===== config.mk =====
export PLATFORM = sky130hd
export DESIGN_NAME = muldiv_ctrl
export DESIGN_NICKNAME = d
export VERILOG_FILES = /design/src/rtl/muldiv_ctrl_pkg.sv /design/src/rtl/muldiv_ctrl_div_special.sv /design/src/rtl/muldiv_ctrl.sv
export SDC_FILE = /design/constraint.sdc
export NUM_CORES = 1
export LEC_CHECK = 0
export CORE_AREA = 3 3 97 99
export CTS_BUF_LIST = sky130_fd_sc_hd__clkbuf_8
export CTS_CLUSTER_DIAMETER = 40
export DETAILED_ROUTE_END_ITERATION = 10
export DIE_AREA = 0 0 100 102
export PLACE_DENSITY = 0.78
export SLEW_MARGIN = 20
export SYNTH_ARGS = -nofsm -noshare
export SYNTH_HDL_FRONTEND = slang
export SYNTH_SLANG_ARGS = --single-unit
export TNS_END_PERCENT = 30

===== constraint.sdc =====
create_clock -name i_clk -period 2.25 [get_ports i_clk]
set_input_delay 0.45 -clock i_clk [delete_from_list [all_inputs] [get_ports i_clk]]
set_output_delay 0.45 -clock i_clk [all_outputs]
set_load 0.1 [all_outputs]

===== src/rtl/muldiv_ctrl_pkg.sv =====
// Shared types and constants for the execute-stage multiply/divide sequencer.
// Op encodings match what the decoder emits.
package muldiv_ctrl_pkg;

   typedef enum logic [2:0] {
      mulop_none,
      mulop_mul,
      mulop_mulh,
      mulop_mulhsu,
      mulop_mulhu
   } rv32_mulop;

   typedef enum logic [2:0] {
      divop_none,
      divop_div,
      divop_divu,
      divop_rem,
      divop_remu
   } rv32_divop;

   typedef enum logic [1:0] {
      IDLE,
      MUL,
      DIV,
      DONE
   } muldiv_state;

   localparam logic [31:0] DIV_BY_ZERO_Q = 32'hFFFF_FFFF;
   localparam logic [31:0] INT_MIN       = 32'h8000_0000;

   function automatic logic is_signed_divop(input rv32_divop op);
      return (op == divop_div) || (op == divop_rem);
   endfunction

   function automatic logic is_quotient_divop(input rv32_divop op);
      return (op == divop_div) || (op == divop_divu);
   endfunction

endpackage


===== src/rtl/muldiv_ctrl_div_special.sv =====
// Divide corner cases (divide-by-zero, signed overflow) resolved without the divider.
// Purely combinational; also shared with the divider core's own checks.
module div_special_case
   import muldiv_ctrl_pkg::*;
(
   input  rv32_divop   i_divop,
   input  logic [31:0] i_data_a,
   input  logic [31:0] i_data_b,
   output logic        o_special,
   output logic [31:0] o_result
);

   logic div_by_zero;
   logic overflow;

   // NOTE: every always_comb output gets a default first, so no path can infer a latch.
   always_comb begin
      div_by_zero = (i_divop != divop_none) && (i_data_b == '0);
      overflow    = is_signed_divop(i_divop) && (i_data_a == INT_MIN) && (i_data_b == '1);
      o_special   = div_by_zero || overflow;
      o_result    = '0;
      if (div_by_zero) begin
         o_result = is_quotient_divop(i_divop) ? DIV_BY_ZERO_Q : i_data_a;
      end else if (overflow) begin
         o_result = is_quotient_divop(i_divop) ? INT_MIN : '0;
      end
   end

endmodule


===== src/rtl/muldiv_ctrl.sv =====
// Sequencer for the shared multi-cycle multiply/divide unit beside the execute ALU:
// issues mul enable / div start-abort, stalls execute, and holds the result.
module muldiv_ctrl
   import muldiv_ctrl_pkg::*;
#(
   parameter int MUL_LATENCY = 3
) (
   input  logic        i_clk,
   input  logic        i_rst,
   input  logic        i_flush,
   input  logic        i_valid,
   input  logic        i_alu_en,
   input  logic        i_stall_down,
   input  rv32_mulop   i_mulop,
   input  rv32_divop   i_divop,
   input  logic [31:0] i_data_a,
   input  logic [31:0] i_data_b,
   input  logic [31:0] i_mul_result,
   input  logic        i_div_done,
   input  logic [31:0] i_div_result,
   output logic        o_mul_en,
   output logic        o_div_start,
   output logic        o_div_abort,
   output logic        o_stall,
   output logic [31:0] o_result,
   output logic        o_result_valid,
   output logic        o_busy
);

   localparam logic [3:0] MUL_CNT_INIT = 4'(MUL_LATENCY - 1);

   muldiv_state state_q, state_d;
   logic [3:0]  cnt_q, cnt_d;
   logic [31:0] result_q, result_d;
   logic        start_q, start_d;

   logic        is_mul;
   logic        is_div;
   logic        accept;
   logic        special;
   logic [31:0] special_result;

   div_special_case u_div_special (
      .i_divop   (i_divop),
      .i_data_a  (i_data_a),
      .i_data_b  (i_data_b),
      .o_special (special),
      .o_result  (special_result)
   );

   assign is_mul = (i_mulop != mulop_none);
   assign is_div = (i_divop != divop_none);

   // Gated by reset so every output reads 0 while reset is held.
   assign accept = !i_rst && (state_q == IDLE) && i_valid && i_alu_en && !i_flush
                   && (is_mul || is_div);

   always_comb begin
      state_d        = state_q;
      cnt_d          = cnt_q;
      result_d       = result_q;
      start_d        = 1'b0;
      o_mul_en       = 1'b0;
      o_result_valid = 1'b0;

      case (state_q)
         IDLE: begin
            if (accept) begin
               if (is_div) begin
                  if (special) begin
                     result_d = special_result;
                     state_d  = DONE;
                  end else begin
                     start_d = 1'b1;
                     state_d = DIV;
                  end
               end else begin
                  cnt_d   = MUL_CNT_INIT;
                  state_d = MUL;
               end
            end
         end
         MUL: begin
            o_mul_en = 1'b1;
            if (cnt_q == '0) begin
               result_d = i_mul_result;
               state_d  = DONE;
            end else begin
               cnt_d = cnt_q - 4'd1;
            end
         end
         DIV: begin
            if (i_div_done) begin
               result_d = i_div_result;
               state_d  = DONE;
            end
         end
         DONE: begin
            o_result_valid = 1'b1;
            if (!i_stall_down) begin
               state_d = IDLE;
            end
         end
         default: state_d = IDLE;
      endcase

      // A flush drops whatever is in flight, including a result arriving this cycle.
      if (i_flush) begin
         state_d  = IDLE;
         cnt_d    = cnt_q;
         result_d = result_q;
         start_d  = 1'b0;
      end
   end

   // NOTE: sequential state uses non-blocking assignments so every flop samples pre-edge values.
   always_ff @(posedge i_clk or posedge i_rst) begin
      if (i_rst) begin
         state_q  <= IDLE;
         cnt_q    <= '0;
         result_q <= '0;
         start_q  <= 1'b0;
      end else begin
         state_q  <= state_d;
         cnt_q    <= cnt_d;
         result_q <= result_d;
         start_q  <= start_d;
      end
   end

   assign o_div_start = start_q;
   assign o_div_abort = i_flush && (state_q == DIV) && !i_div_done;
   assign o_stall     = !i_flush && (accept || (state_q == MUL) || (state_q == DIV));
   assign o_result    = result_q;
   assign o_busy      = (state_q != IDLE);

endmodule


== After elaboration in Yosys (flattened, before gate mapping) ==
Index checks and enable logic that the tools add are counted.

* Flip-flop bits (word level): 39
* Input port bits: 141
* Output and inout port bits: 38
* Word-level logic and storage cells: 85

* $add $sub $neg: 1
* Equal/unequal tests: 19
* Multiplexer cells: 29
* Bitwise gates (word level): 1
* Reduce and logical (&&, ||, !) cells: 31

{| class="wikitable"
|+ Operators with widths
! operator !! number
|-
| $mux 32 || 9
|-
| $pmux 32 s3 || 1
|-
| $eq 32x32->1 const B || 2
|-
| $logic_not 32->1 || 1
|-
| $ne 2x2->1 const B || 7
|-
| $mux 2 || 6
|-
| $mux 4 || 3
|-
| $ne 3x3->1 const B || 4
|-
| $logic_and 1x1->1 || 11
|-
| $reduce_bool 3->1 || 3
|-
| $mux 1 || 8
|-
| $pmux 2 s4 || 1
|-
| $pmux 4 s2 || 1
|-
| $reduce_and 7->1 || 1
|-
| $eq 3x2->1 const B || 2
|-
| $logic_or 1x1->1 || 6
|-
| $reduce_and 5->1 || 1
|-
| $eq 2x2->1 const B || 2
|-
| $logic_not 4->1 || 1
|-
| $reduce_and 4->1 || 1
|-
| $reduce_bool 2->1 || 2
|-
| $sub 4x1->4 const B || 1
|-
| $eq 3x1->1 const B || 1
|-
| $logic_not 1->1 || 3
|-
| other kinds (3) || 3
|}

== Depth between registers and ports, before layout ==
Gate-level depths: netlist of run 1.

* Word-level depth: 10
* Gate-level depth with buffers: 9
* Mapped depth without buffers: 8

== Cells and area by module ==
A second synthesis of run 1 with hierarchy kept.

* Cells, all modules: 320
* Area total of the unflattened synthesis: 2946.6 um2

{| class="wikitable"
|+ By module, submodules not included
! module !! times used !! cells each !! area each (um2) !! seq. area each (um2)
|-
| muldiv_ctrl || 1 || 241 || 2372.3 || 975.9
|-
| div_special_case || 1 || 79 || 574.3 || 0.0
|}

== Worst setup path after synthesis of run 1 ==
No wires, ideal clock.

* Kind: reg2out
* Start: reg state_q[1]
* End: out o_stall
* Arrival: 3.483 ns
* Required time: 1.800 ns
* Setup slack: -1.683 ns
* Stages on the path, launching flop included: 7
* Buffers on the path: 2
* Cell sequence: dfrtp_1 -> inv_1 -> ha_1 -> clkbuf_1 -> clkbuf_1 -> nor2_1 -> a21oi_1

* Word-level cells in the longest chain between the ends: 9
* Elaborated cells on any way between the ends: 11
* Those cells by class: 2 x eq/ne; 9 x reduce/logical

{| class="wikitable"
|+ Ends and longest elaborated chain
! what !! RTL line !! text
|-
| start, declared || muldiv_ctrl.sv:32 || <nowiki>muldiv_state state_q, state_d;</nowiki>
|-
| start signal, assigned || muldiv_ctrl.sv:124 || <nowiki>state_q <= state_d;</nowiki>
|-
| $logic_not 2->1 || muldiv_ctrl.sv:55 || <nowiki>assign accept = !i_rst && (state_q == IDLE) && i_valid && i_alu_en && !i_flush</nowiki>
|-
| $logic_and 1x1->1 (4 in series) || muldiv_ctrl.sv:55 ||
|-
| $logic_and 1x1->1 || muldiv_ctrl.sv:56 || <nowiki>&& (is_mul || is_div);</nowiki>
|-
| $logic_or 1x1->1 || muldiv_ctrl.sv:133 || <nowiki>assign o_stall = !i_flush && (accept || (state_q == MUL) || (state_q == DIV));</nowiki>
|-
| $logic_or 1x1->1 (*) || muldiv_ctrl.sv:133 ||
|-
| $logic_and 1x1->1 (*) || muldiv_ctrl.sv:133 ||
|-
| end, declared || muldiv_ctrl.sv:24 || <nowiki>output logic o_stall,</nowiki>
|}

Every way passes the cells marked *; elsewhere a longest branch is shown, timed or not.

== Worst setup path in the final report of run 1 ==
* Start: in i_data_b[12]
* End: reg result_q[5] (netlist: o_result[5])

* Word-level cells in the longest chain between the ends: 8
* Elaborated cells on any way between the ends: 13
* Those cells by class: 2 x eq/ne; 6 x mux; 5 x reduce/logical

{| class="wikitable"
|+ Ends and longest elaborated chain
! what !! RTL line !! text
|-
| start, declared || muldiv_ctrl.sv:17 || <nowiki>input logic [31:0] i_data_b,</nowiki>
|-
| $eq 32x32->1 || muldiv_ctrl_div_special.sv:19 || <nowiki>overflow = is_signed_divop(i_divop) && (i_data_a == INT_MIN) && (i_data_b == '1);</nowiki>
|-
| $logic_and 1x1->1 || muldiv_ctrl_div_special.sv:19 ||
|-
| $mux 32 || muldiv_ctrl_div_special.sv:24 || <nowiki>end else if (overflow) begin</nowiki>
|-
| $mux 32 || muldiv_ctrl_div_special.sv:22 || <nowiki>if (div_by_zero) begin</nowiki>
|-
| $mux 32 || muldiv_ctrl.sv:70 || <nowiki>if (special) begin</nowiki>
|-
| $mux 32 || muldiv_ctrl.sv:69 || <nowiki>if (is_div) begin</nowiki>
|-
| $mux 32 || muldiv_ctrl.sv:68 || <nowiki>if (accept) begin</nowiki>
|-
| $pmux 32 s3 || muldiv_ctrl.sv:66 || <nowiki>case (state_q)</nowiki>
|-
| end signal, assigned || muldiv_ctrl.sv:126 || <nowiki>result_q <= result_d;</nowiki>
|-
| end, declared || muldiv_ctrl.sv:34 || <nowiki>logic [31:0] result_q, result_d;</nowiki>
|}

Parallel ways exist; a longest one is shown, timed or not. The select of a mux whose other input is x is not followed.
A chain may end at the register's enable or synchronous reset.

==> run summary, run 1 <==
post-synthesis register bit count: 39
Register-to-Register Setup Slack: -0.01 ns
Data arrival, critical path: 2.48 ns
failing checks: negative setup slack
final wirelength: 13.2 mm
Post-synth top cells: dfrtp_1 (39), nor2_1 (38), nand2_1 (37)
Hold/Removal Path Class: in2async
Area growth, synth to finish: 97.2%
Tcrit/Tclk final: 102%
Worst VDD drop: 0.00113 V
number of flops mapped to enable cells by yosys: 0
clock skew: 0.00449 ns
global-route wire length before repair: 19.3 mm
post-synthesis cell count: 327
IO Count: 179
CTS Buf Count: 5
Setup crit end: o_result[5]
cell with the most instances after synthesis: dfrtp_1
# DRC: 0
critical path class: in2reg
via count: 3710
slew margin rel.: 55.5%
Hold WS: 0.325 ns
cell row count: 34
RSZ-0062 raised after global routing: true
largest net degree at the start of global routing: 31
Worst Tran Pin Value: 0.663 ns
1st-iter DRT viols: 172
initial core utilization: 34.4%
dominant synthesized flop cell: dfrtp_1
# nets final: 719
vias in the first global route: 3787
synthesized area: 2970 um2
antenna violation net count after detailed routing: 0
TritonCTS clock tree: done
Ant. Diodes: 0
cells on worst reg2reg path: 9
Finish-stage setup viols: 24
CP startpoint kind: input pin
CP max FO: 4
fin worst setup slack: -0.0464 ns
Worst-path clk slew: 0.08 ns
FF-to-FF Start: state_q[1]
pins over their slew limit: 0
# clock sinks: 39
MaxCap Viol Count: 0
H-tree Lvls: 2
Worst Setup SP: i_data_b[12]
Pleak: 2.78 nW
IO buf count: 178
FF+latch area: 977 um2
Area contributors post-synth: dfrtp_1 (33%), mux2_4 (15%), a22o_1 (9.1%)
Crit. End Element: register
worst skew pair latency: 0.30 ns
Tot Pwr: 3.49 mW
clk buf depth: 2
post-layout min period: 2.30 ns
Placer Congestion: 0.918
Multi-input gate area: 2140 um2
Synth top area share: 32.9%
Syn Nets: 475
worst reg2reg path endpoint: o_result[5]
leading area contributor after synthesis: dfrtp_1
Chip Width: 100 um
Synth Warn #: 0
Fill cells: 689
Hold Fails Final Rpt: 0
total global-route track usage: 23.9%
Required @ worst endpoint: 2.44 ns
pwr dens: 597 nW/um2
Pre-antenna DRT Iters: 4
Core Region: 8640 um2
die height: 102 um
syn_area_per_cell: 9.08 um2
final std cells w/o fill: 680
f_max: 435 MHz
clk root buf: clkbuf_8
Cell variety after synth: 50
initial antenna violation count: 0
sequential element share of the synthesized area: 32.9%
WL per Instance: 19.4 um
ys async rst share: 100%
DIE AREA: 10200 um2
status: finished, violations left
# placed instances: 652
layout cell share with drive strength beyond 1: 37.6%
Via density: 5.46
DP HPWL: 9.71 mm
gr ovfl total: 0
## how the worst min path moves through the flow
stage | depth (start not counted) | slack, ns | endpoint
4_1_cts | 1 | 0.51 | o_result[31]
6_report | 3 | 0.33 | state_q[0]
2_1_floorplan | 1 | 0.47 | cnt_q[3]
5_1_grt | 3 | 0.38 | o_result[31]
3_3_place_gp | 1 | 0.48 | o_result[3]
3_5_place_dp | 1 | 0.48 | o_result[31]
## worst max-delay path, stage by stage
cell,delay [ns]
clkdlybuf4s15_1,0.26
nand4_1,0.16
or3b_1,0.42
nor4_2,0.23
and3_4,0.23
o31ai_4,0.12
buf_4,0.18
buf_4,0.14
mux2_4,0.29
## sequential cells by signal, summed over array words and instances, names as in the netlist
| signal | flops |
|---|---|
| o_result | 32 |
| cnt_q | 4 |
| state_q | 2 |
| o_div_start | 1 |
## cells in the final DEF, fill, tap and decap left out, drive strengths merged, types with 2 or more instances in the layout
cell type / n
dlymetal6s2s: 14
a21oi: 3
nand4: 10
a211o: 2
nor4: 22
or4: 3
clkinv: 3
ha: 7
clkdlybuf4s15: 3
nand2: 37
a22o: 31
nor2: 38
nor3: 5
mux2: 31
o31ai: 4
nand3: 4
o21ai: 37
clkbuf: 5
clkdlybuf4s50: 81
inv: 6
buf: 119
a211oi: 2
dfrtp: 39
dlygate4sd2: 42
or3: 3
## cell type report
type,count,area share [%]
clock buffers,5,1.17
repair buffers,259,42.0
multi-input cells,258,36.6
inverters,8,0.577
clock inverters,3,0.748
well taps,108,2.31
flip-flops and latches,39,16.7
## routing by layer
| metal | vias to the layer above | part of all wire [%] | track usage (%) |
|---|---|---|---|
| li1 | 1715 | - | - |
| met1 | 1797 | 38 | 27.8 |
| met2 | 174 | 52 | 44.9 |
| met3 | 24 | 7.3 | 4.78 |
| met4 | 0 | 2.4 | 6.11 |
| met5 | - | 0 | 0 |
## report_power, final
group / internal [mW] / switching [mW] / leakage (nW)
logic: 0.971 / 1.14 / 2.18
registers: 0.741 / 0.0380 / 0.538
clock network: 0.331 / 0.277 / 0.0581
total: 2.04 / 1.45 / 2.78
## stage by stage
stage          setup WS (ns)  TNS (ns)  utilization, %  area, um2
5_1_grt               -0.110     -1.97            67.8       5860
3_3_place_gp          -0.459    -14.62            61.6       5320
2_1_floorplan        -0.0767     -1.35               -       3050
6_report             -0.0464    -0.556            67.8       5860
3_5_place_dp          -0.493    -15.43            61.6       5320
4_1_cts              -0.0694    -0.227            64.0       5530
## cells by family after synthesis
logic type	Yosys count	share of synthesized area (%)
simple gates	131	23.0
compound gates	88	20.8
flops	39	32.9
mux	31	15.4
buf+inv	30	4.63
fa+ha+maj	7	2.95
xor+xnor	1	0.295
## what timing repair did
item	in CTS	in global routing
hold buffers	0	0
pin swaps	17	25
buffers inserted	7	12
gates resized for setup	59	65
endpoints found under the setup margin	33	33
cloned	1	2
No activity file was read; power rests on OpenSTA's default activity.
==> run 2, diff against run 1 <==
CORE_AREA = 3 3 92 94   (was 3 3 97 99)
DIE_AREA = 0 0 95 97   (was 0 0 100 102)
GPL_TIMING_DRIVEN = 0   (was default)
MAX_ROUTING_LAYER = met4   (was default)
PLACE_DENSITY = 0.82   (was 0.78)
clock period = 2.2 ns   (was 2.25 ns; I/O delays follow)
==> run 2 against run 1 <==
Net effect:
- highest routed layer unchanged
- critical path type is now in2out
- combinational power shrank 9%
- cell area shrank 7.2%
- hold slack lost 0.22 ns
- the flow still finishes with violations (negative setup slack)
- count of clock-buffer cells in the layout is the same
- via count shrank 5.4%
- global-route usage grew 2.4 points
- first-iteration DRC count shrank 9.9%
==> run summary, run 2 (same netlist as run 1, synthesis figures left out) <==
via count: 3508
pwr dens: 615 nW/um2
WL per Instance: 19.0 um
initial core utilization: 38.4%
cell row count: 32
global-route wire length before repair: 18.5 mm
slew margin rel.: 32.8%
Data arrival, critical path: 1.79 ns
total global-route track usage: 26.3%
Core Region: 7730 um2
Required @ worst endpoint: 1.76 ns
Hold Fails Final Rpt: 0
Placer Congestion: 0.840
most frequent cells in the layout: clkdlybuf4s50_1 (79), dlygate4sd2_1 (77), dfrtp_1 (38), nand2_1 (37), nor2_1 (36)
Finish-stage setup viols: 1
hold_buf cts: 0
Pre-antenna DRT Iters: 4
failing checks: negative setup slack
clk buf depth: 2
DP HPWL: 9.12 mm
H-tree Lvls: 2
IO Count: 179
Ant. Diodes: 0
Worst path max stage delay: 0.42 ns
Worst-path clk slew: 0.08 ns
antenna violation net count after detailed routing: 0
CTS Buf Count: 5
Fill cells: 621
commonest non-fill, non-tap cell in the layout: clkdlybuf4s50_1
critical path class: in2out
initial antenna violation count: 0
# nets final: 682
MaxCap Viol Count: 0
die height: 97 um
post-layout min period: 2.23 ns
# clock sinks: 39
fin worst setup slack: -0.0294 ns
layout cell share with drive strength beyond 1: 24.5%
IO buf count: 178
pins over their slew limit: 0
Hold/Removal Path Class: in2async
gr ovfl total: 0
critical-path cell list: clkdlybuf4s50_1 > or3_4 > o211ai_1 > buf_4 > a21oi_4 > buf_12
Area growth, synth to finish: 83.0%
final wirelength: 12.1 mm
Hold WS: 0.102 ns
Via density: 5.51
Tcrit/Tclk final: 101%
DIE AREA: 9220 um2
status: finished, violations left
# DRC: 0
largest net degree at the start of global routing: 33
RSZ-0062 raised after global routing: true
TritonCTS clock tree: done
Worst Tran Pin Value: 1.01 ns
CP startpoint kind: input pin
1st-iter DRT viols: 155
clk root buf: clkbuf_8
Pleak: 2.59 nW
Chip Width: 95 um
vias in the first global route: 3596
clock skew: 0.00502 ns
CP max stage cell: clkdlybuf4s50_1
CP max FO: 3
setup TNS: -0.0294 ns
Worst VDD drop: 0.000588 V
worst skew pair latency: 0.30 ns
Crit. End Element: output port
max FFs per register: 32
f_max: 449 MHz
run 2: cell types whose count changed in the layout (fill, tap and decap cells not counted), moves of 3 or more:
| cell | previous run | this run |
|---|---|---|
| buf_4 | 101 | 19 |
| dlygate4sd2_1 | 42 | 77 |
| clkbuf_1 | 0 | 11 |
| o21ai_2 | 11 | 2 |
| buf_12 | 11 | 3 |
| o21ai_1 | 23 | 30 |
| clkbuf_2 | 0 | 6 |
| dlymetal6s2s_1 | 14 | 11 |
| nor4_2 | 18 | 15 |
run 2: worst paths after layout:
path                       slack, ns           end  cells after the start         from
min in group i_clk              0.48    state_q[1]                      2      i_flush
setup / recovery               -0.03       o_stall                      6   i_mulop[2]
hold reg to reg                 0.49   o_result[3]                      1  o_result[3]
hold / removal                  0.10      cnt_q[1]                      2        i_rst
setup reg to reg                0.07  o_result[15]                     10     cnt_q[1]
max in group asynchronous       1.67    state_q[0]                      3        i_rst
run 2: worst max-delay path: cells and delay by family:
family	cells	cell delay, ns
buffers and inverters	3	0.77
and+or+nand+nor	1	0.35
AOI/OAI and AO/OA	2	0.23
run 2: report_power, final:
group          internal [mW]  total, mW  switching (mW)
registers              0.757      0.795          0.0373
logic                  0.811       1.93            1.12
clock network          0.338      0.620           0.281
run 2: per-layer routing:
metal  up-vias  global-route usage, %  share of wire [%]  routed length [um]
met1      1694                   32.0                 40                4880
met4         0                   8.66                2.7                 332
met5         -                      -                  0                   0
met2       143                   43.4                 50                6060
li1       1642                      -                  -                   -
met3        29                   5.21                6.9                 829
run 2: timing repair:
item,4_1_cts,5_1_grt
cloned,3,0
pin swaps,31,19
buffers inserted,11,8
resized for setup,145,42
setup endpoints to repair,72,36
run 2: area by class of cell:
class / instances / area [um2] / area share, %
flip-flops and latches: 39 / 977 / 18.0
inverters: 8 / 36.3 / 0.667
plain buffers: 21 / 166 / 3.06
well taps: 102 / 128 / 2.35
repair buffers: 201 / 1910 / 35.2
clock buffers: 5 / 68.8 / 1.27
multi-input cells: 258 / 2100 / 38.7
clock inverters: 3 / 43.8 / 0.806
run 2: stage by stage:
step | cell area (um2) | instances | total power, mW | utilization, % | setup WS [ns]
2_1_floorplan | 3060 | 327 | 1.94 | - | -0.0838
3_3_place_gp | 4970 | 607 | 2.51 | 64.3 | -1.30
3_5_place_dp | 4990 | 608 | 2.55 | 64.6 | -1.32
4_1_cts | 5310 | 630 | 3.24 | 68.7 | -0.0657
5_1_grt | 5440 | 637 | 3.54 | 70.4 | -0.0839
6_report | 5440 | 637 | 3.34 | 70.4 | -0.0294
